### config.mk
export PLATFORM = sky130hd
export DESIGN_NAME = digit_serial_adder
export DESIGN_NICKNAME = d
export VERILOG_FILES = /design/src/rtl/digit_serial_adder.sv
export SDC_FILE = /design/constraint.sdc
export NUM_CORES = 1
export LEC_CHECK = 0
export ABC_AREA = 1
export ABC_CLOCK_PERIOD_IN_PS = 7100
export BUFFER_PORTS_ARGS = -buffer_cell sky130_fd_sc_hd__buf_2
export CAP_MARGIN = 20
export CORE_MARGIN = 2
export CORE_UTILIZATION = 61
export CTS_CLUSTER_SIZE = 8
export DETAILED_ROUTE_END_ITERATION = 8
export PLACE_DENSITY = 0.82
export SYNTH_ARGS = -nofsm -noshare
export SYNTH_HDL_FRONTEND = slang
export SYNTH_SLANG_ARGS = --single-unit
### constraint.sdc
create_clock -name clk -period 7.1 [get_ports clk]
set_clock_uncertainty 0.1 [all_clocks]
set_input_delay 1.065 -clock clk [delete_from_list [all_inputs] [get_ports clk]]
set_output_delay 1.065 -clock clk [all_outputs]
set_load 0.005 [all_outputs]
### src/rtl/digit_serial_adder.sv
// rtl/digit_serial_adder.sv - multi-cycle digit-serial adder/subtractor with start/busy/done handshake
module digit_serial_adder #(
    parameter int WIDTH = 16,
    parameter int DIGIT = 4
) (
    input  logic             clk,
    input  logic             rst_n,
    input  logic             start,
    input  logic [WIDTH-1:0] a,
    input  logic [WIDTH-1:0] b,
    input  logic             cin,
    input  logic             sub,
    output logic             busy,
    output logic             done,
    output logic [WIDTH-1:0] sum,
    output logic             cout,
    output logic             overflow
);

    localparam int NDIG = WIDTH / DIGIT;
    // Counter is at least one bit wide so the single-digit case still elaborates.
    localparam int IW   = (NDIG > 1) ? $clog2(NDIG) : 1;

    typedef enum logic [1:0] {
        S_IDLE = 2'd0,
        S_RUN  = 2'd1,
        S_DONE = 2'd2
    } state_t;

    state_t           state;
    state_t           state_nxt;

    // Latched operands; B is stored already inverted for subtraction so the
    // digit slice only ever performs an addition.
    logic [WIDTH-1:0] op_a;
    logic [WIDTH-1:0] op_b;
    logic [WIDTH-1:0] acc;
    logic [WIDTH-1:0] acc_nxt;
    logic             carry;
    logic [IW-1:0]    idx;

    logic             accept;
    logic             last_dig;

    logic [DIGIT-1:0] dig_a;
    logic [DIGIT-1:0] dig_b;
    logic [DIGIT-1:0] dig_s;
    logic             dig_cout;
    logic             dig_cmsb;

    logic [WIDTH-1:0] sum_q;
    logic             cout_q;
    logic             ovf_q;

    // A new request is taken whenever the adder is not mid-operation.
    assign accept   = start && (state != S_RUN);
    assign last_dig = (idx == IW'(NDIG - 1));

    // One digit of ripple-carry addition; also tracks the carry into the top
    // bit of the digit, which on the last digit is the carry into the MSB.
    always_comb begin
        logic c;
        dig_a    = op_a[int'(idx)*DIGIT +: DIGIT];
        dig_b    = op_b[int'(idx)*DIGIT +: DIGIT];
        dig_s    = '0;
        dig_cmsb = 1'b0;
        c        = carry;
        for (int i = 0; i < DIGIT; i++) begin
            dig_s[i] = dig_a[i] ^ dig_b[i] ^ c;
            if (i == DIGIT - 1) begin
                dig_cmsb = c;
            end
            c = (dig_a[i] & dig_b[i]) | (c & (dig_a[i] ^ dig_b[i]));
        end
        dig_cout = c;
    end

    // Accumulator with the current digit merged in; on the final digit this
    // is the full result written to the output register.
    always_comb begin
        acc_nxt = acc;
        acc_nxt[int'(idx)*DIGIT +: DIGIT] = dig_s;
    end

    // Next-state logic: RUN lasts NDIG cycles, DONE exactly one.
    always_comb begin
        state_nxt = state;
        case (state)
            S_IDLE:  if (start) state_nxt = S_RUN;
            S_RUN:   if (last_dig) state_nxt = S_DONE;
            S_DONE:  state_nxt = start ? S_RUN : S_IDLE;
            default: state_nxt = S_IDLE;
        endcase
    end

    // State register.
    always_ff @(posedge clk) begin
        if (!rst_n) begin
            state <= S_IDLE;
        end else begin
            state <= state_nxt;
        end
    end

    // Operand capture and digit-serial datapath.
    always_ff @(posedge clk) begin
        if (!rst_n) begin
            op_a  <= '0;
            op_b  <= '0;
            acc   <= '0;
            carry <= 1'b0;
            idx   <= '0;
        end else if (accept) begin
            op_a  <= a;
            op_b  <= sub ? ~b : b;
            carry <= sub ? 1'b1 : cin;
            acc   <= '0;
            idx   <= '0;
        end else if (state == S_RUN) begin
            acc   <= acc_nxt;
            carry <= dig_cout;
            idx   <= last_dig ? '0 : idx + IW'(1);
        end
    end

    // Result registers: written only on the RUN->DONE edge, then held.
    always_ff @(posedge clk) begin
        if (!rst_n) begin
            sum_q  <= '0;
            cout_q <= 1'b0;
            ovf_q  <= 1'b0;
        end else if ((state == S_RUN) && last_dig) begin
            sum_q  <= acc_nxt;
            cout_q <= dig_cout;
            ovf_q  <= dig_cmsb ^ dig_cout;
        end
    end

    assign busy     = (state == S_RUN);
    assign done     = (state == S_DONE);
    assign sum      = sum_q;
    assign cout     = cout_q;
    assign overflow = ovf_q;

endmodule

* Word-level counts from Yosys, hierarchy flattened *
Index checks and enable logic that the tools add are counted.

cells by class
  mux-type cells = 10
  shifts and indexed selects = 4
  bitwise operators = 23
  $add $sub $neg = 2
  equality and inequality tests = 6
  reductions and logical operators = 6

operators by type and width
  cell                                                                     count
  4-bit negator with 33-bit output                                         1
  4-bit by 33-bit variable shift with 16-bit output, first input constant  1
  4-bit by 33-bit indexed part select with 16-bit output                   1
  16-bit by 5-bit indexed part select with 4-bit output                    2
  16-bit bitwise mux                                                       1
  16-bit two-way mux                                                       1
  16-bit NOT                                                               1
  1-bit bitwise XOR                                                        9
  1-bit AND                                                                8
  2-bit two-way mux                                                        3
  2-bit one-hot mux with 3 select lines                                    1
  2-bit equality test, second input constant                               2
  1-bit two-way mux                                                        4
  2-bit by 1-bit inequality test with 1-bit output, second input constant  2
  1-bit OR                                                                 4
  2-bit by 1-bit adder with 2-bit output, second input constant            1
  2-bit by 1-bit equality test with 1-bit output, second input constant    1
  1-bit logical AND                                                        2
  2-bit logical NOT                                                        1
  2-bit inequality test, second input constant                             1
  2-bit AND reduction                                                      1
  2-bit nonzero test                                                       1
  2-bit OR reduction                                                       1
  1-bit NOT                                                                1

word-level totals
  register bits after elaboration = 71
  input port bits = 37
  output and inout port bits = 20

* Logic depth before layout (Yosys ltp) *
  depth after elaboration = 12
  mapped depth = 18

* Worst setup path after synthesis *
Ideal clock, no wire load.

  kind = register to register
  start = reg idx[0]
  end = reg acc[15]
  cell stages (with the launch flop) = 19
  path buffers = 2
  arrival time = 2.893 ns
  clock period less this slack = 3.102 ns
  path slack = 3.998 ns
  data required time = 6.891 ns
  path through = dfxtp_1 > clkbuf_1 > clkbuf_1 > nand2_1 > o21ai_0 > a21oi_1 > fa_1 > inv_1 > fa_1 > inv_1 > fa_1 > inv_1 > fa_1 > inv_1 > nor2_1 > nand3_1 > nand3_1 > nand2_1 > inv_1

between the ends
  cells in the longest elaborated chain, start to end = 11

ends and longest elaborated chain
  item                                                                             line    text
  start, declared                                                                  40      logic [IW-1:0] idx;
  start signal, assigned                                                           122     idx <= last_dig ? '0 : idx + IW'(1);
  16-bit by 5-bit indexed part select with 4-bit output, on equally long branches  63, 64
  1-bit bitwise XOR                                                                69, 73
  1-bit AND                                                                        73      c = (dig_a[i] & dig_b[i]) | (c & (dig_a[i] ^ dig_b[i]));
  1-bit OR                                                                         73
  1-bit AND                                                                        73
  1-bit OR                                                                         73
  1-bit AND                                                                        73
  1-bit OR                                                                         73
  1-bit bitwise XOR                                                                69      dig_s[i] = dig_a[i] ^ dig_b[i] ^ c;
  4-bit by 33-bit indexed part select with 16-bit output                           82      acc_nxt[int'(idx)*DIGIT +: DIGIT] = dig_s;
  16-bit bitwise mux *                                                             82
  end signal, assigned                                                             120     acc <= acc_nxt;
  end, declared                                                                    37      logic [WIDTH-1:0] acc;

Mark *: on every way between the ends. The rest lies on a longest branch, timed or not.
A chain may end at the register's enable or synchronous reset.

* Worst setup path in the final report *
  start = reg idx[1]
  end = reg acc[11]

Same word-level chain as after synthesis.

==> results.sh <==
export IMPL_p_per_area_nw_per_um2=225
export IMPL_syn_to_final_growth_pct=13.0
export IMPL_nets=605
export IMPL_final_antenna_net_count=0
export IMPL_start_util_pct=63.9
export IMPL_tns_ns=0
export IMPL_ff2ff_path_depth=15
export IMPL_clock_sinks=71
export IMPL_antennaDiodeCount=0
export IMPL_cts_tree="built"
export IMPL_grt_max_degree=50
export IMPL_dr_pass1_iters=5
export IMPL_met2_usage_pct=47.1
export IMPL_grt_util_met3_pct=4.38
export IMPL_r2r_start="idx[1]$_SDFFE_PP0P_"
export IMPL_post_cts_buffers=0
export IMPL_synth_area_leaders="dfxtp_1 (40%), nand2_1 (11%), nor2_1 (9.4%), nand3_1 (8.6%), o21ai_0 (6.0%)"
export IMPL_worstHoldStart="op_b[14]$_SDFFE_PN0P_"
export IMPL_ctsResizeCount=0
export IMPL_place_congestion=0.893
export IMPL_met1_usage_pct=31.1
export IMPL_instances_no_fill=635
export IMPL_synth_top_area_share_pct=39.9
export IMPL_drc_errors=0
export IMPL_slew_headroom_pct=65.7
export IMPL_syn_avg_cell_area_um2=6.90
export IMPL_io_buffers=56
export IMPL_final_cell_mix="nand2_1 (103), nor2_1 (89), dfxtp_1 (71)"
export IMPL_multi_input_area_um2=1780
export IMPL_fillers=471
export IMPL_grt_overflow=0
export IMPL_rsz0062_at_grt="false"
export IMPL_yosys_warnings=0
export IMPL_die_h_um=80.4
export IMPL_grt_pass1_vias=3059
export IMPL_min_to="op_b[14]$_SDFFE_PN0P_"
export IMPL_endpoint_kind="register"
export IMPL_core_um2=5570
export IMPL_clk_pin_slew_worst_paths_ns=0.08
export IMPL_ios=57
export IMPL_critPathKind="reg -> reg"
export IMPL_final_common_cell="nand2_1"
export IMPL_setup_viol=0
export IMPL_postSynthCellCount=516
export IMPL_wl_mm=7.91
export IMPL_synth_simple_area_share_pct=31.1
export IMPL_fin_crit_ns=3.36
export IMPL_ir_drop_v=0.000149
export IMPL_final_cell_area_um2=4030
export IMPL_switchingPower_w=0.000248
export IMPL_synth_xor_area_share_pct=4.18
export IMPL_totalPowerFinal_w=0.000906
export IMPL_min_path_type="reg -> reg"
export IMPL_cts_root_buf="clkbuf_8"
export IMPL_grt_pass1_wl_mm=13.2
export IMPL_htree_num_levels=3
export IMPL_hold_ws_ns=0.372
export IMPL_max_cap_violations=0
export IMPL_critPathMaxFanout=13
export IMPL_antenna_found_initial=0
export IMPL_synth_top_cell_by_area="dfxtp_1"
export IMPL_ys_types=24
export IMPL_final_max_slew_viol_count=0
export IMPL_syn_area_um2=3560
export IMPL_p_comb_share_pct=14.5
export IMPL_arrival_ns=3.56
export IMPL_hpwl_mm=5.48
export IMPL_required_ns=7.30
export IMPL_switching_share_pct=27.4
export IMPL_drive_above_1_share_pct=15.1
export IMPL_dieWidth_um=80.4
export IMPL_r2r_end="acc[11]$_SDFFE_PP0P_"
export IMPL_r2r_slack_ns=3.74
export IMPL_seq_area_um2=1420
export IMPL_p_clk_share_pct=37.9
export IMPL_die_area_um2=6460
export IMPL_pwr_share_seq_pct=47.7
export IMPL_vias=3344
export IMPL_p_int_w=0.000658
export IMPL_dp_cells=619
export IMPL_synth_compound_area_share_pct=10.3
export IMPL_grt_busiest_layer="met2"
export IMPL_drt_iter0_markers=240
export IMPL_worstMarginPinSlew_ns=0.514
export IMPL_insertion_delay_ns=0.35
export IMPL_clock_fmax_mhz=297
export IMPL_hold_buffers=0
export IMPL_rows=27
export IMPL_period_share_pct=47.4
export IMPL_hold_depth=2
export IMPL_grt_usage_pct=26.2
export IMPL_placed_cell_area_um2=3810
export IMPL_cellLeakagePower_nw=2.02
export IMPL_synth_seq_cells=71
export IMPL_cts_buffers=9
export IMPL_synth_fp_nets=563
export IMPL_synthMuxAreaShare_pct=0
export IMPL_seq_area_frac_synth_pct=39.9
export IMPL_cts_buffer_depth=2
export IMPL_status="completed"
export IMPL_yosys_area_share_adder_pct=4.36
export IMPL_avgRoutedWirePerCell_um=12.5
export IMPL_start_kind="register"
export IMPL_final_hold_viol_count=0
export IMPL_synth_top_family_by_area="simple AND/OR/NAND/NOR gates"
export IMPL_vias_per_cell=5.27
through the flow:
step	util [%]	setup WS (ns)
after CTS	72.2	3.75
final	72.2	3.74
after floorplan	-	4.00
after global routing	72.2	3.45
after global placement	68.3	3.96
after detailed placement	68.3	3.76
sequential cells by signal (all words and copies together) (netlist names):
register / flops
op_a: 16
cout: 1
overflow: 1
op_b: 16
idx: 2
acc: 16
carry: 1
sum: 16
state: 2
worst max-delay path, cell delays in order, from the launching register on:
cell and delay (ns):
dfxtp_1 0.57, clkinv_1 0.37, a21oi_1 0.29, fa_1 0.20, inv_1 0.05, fa_1 0.35, inv_1 0.08, fa_1 0.21
inv_1 0.06, fa_1 0.48, inv_1 0.05, nor2_1 0.16, nand3_1 0.14, nand3_1 0.11, nand2_1 0.06, inv_1 0.04
layer usage:
metal  share of wire, %  vias up
met5                  0        -
met4                1.8        0
li1                   -     1696
met3                4.2       16
met2                 52       95
met1                 42     1537
cell families (layout without fill, tap and decap cells):
family | after synthesis | in the layout
AND/OR/NAND/NOR | 260 | 260
buffers and inverters | 86 | 133
AO/OA/AOI/OAI | 72 | 72
flip-flops | 71 | 71
XOR/XNOR | 17 | 17
adder cells (fa/ha/maj) | 10 | 10
synthesized netlist by cell type:
| master | number |
|---|---|
| nand2_1 | 103 |
| buf_2 | 12 |
| xnor2_1 | 1 |
| nand3_1 | 61 |
| nor2_8 | 1 |
| clkbuf_1 | 8 |
| buf_6 | 1 |
| o21ai_1 | 12 |
| ha_1 | 6 |
| o22ai_1 | 5 |
| clkinv_1 | 1 |
| inv_2 | 4 |
| dfxtp_1 | 71 |
| nand2_2 | 1 |
| fa_1 | 4 |
| nand2_4 | 3 |
| o21ai_0 | 43 |
| a21oi_1 | 12 |
| nor2_1 | 89 |
| buf_4 | 4 |
| inv_1 | 54 |
| xor2_1 | 16 |
| buf_1 | 2 |
| nor2_4 | 2 |
final cells by class:
class | instances | share of cell area [%]
Multi-Input combinational cell | 359 | 44.2
Sequential cell | 71 | 35.3
Inverter | 59 | 5.50
Clock inverter | 4 | 1.31
Clock buffer | 12 | 4.10
Timing Repair Buffer | 58 | 7.34
Tap cell | 72 | 2.24
power groups by stage:
stage / clock network, W / logic (W) / registers [W]
floorplan: 0 / 0.000101 / 0.000437
global placement: 0 / 0.000125 / 0.000440
detailed placement: 0 / 0.000130 / 0.000441
CTS: 0.000345 / 0.000132 / 0.000432
global route: 0.000364 / 0.000151 / 0.000434
finish: 0.000343 / 0.000131 / 0.000432
worst max path at each step:
| stage | startpoint | to | slack [ns] |
|---|---|---|---|
| finish | idx[1]$_SDFFE_PP0P_ | acc[11]$_SDFFE_PP0P_ | 3.74 |
| CTS | idx[1]$_SDFFE_PP0P_ | acc[11]$_SDFFE_PP0P_ | 3.75 |
| global route | idx[1]$_SDFFE_PP0P_ | acc[15]$_SDFFE_PP0P_ | 3.45 |
| global placement | idx[1]$_SDFFE_PP0P_ | sum[15]$_SDFFE_PN0P_ | 3.96 |
| detailed placement | idx[1]$_SDFFE_PP0P_ | acc[11]$_SDFFE_PP0P_ | 3.76 |
| floorplan | idx[0]$_SDFFE_PP0P_ | acc[15]$_SDFFE_PP0P_ | 4.00 |
Power figures use the tool's default switching activity.
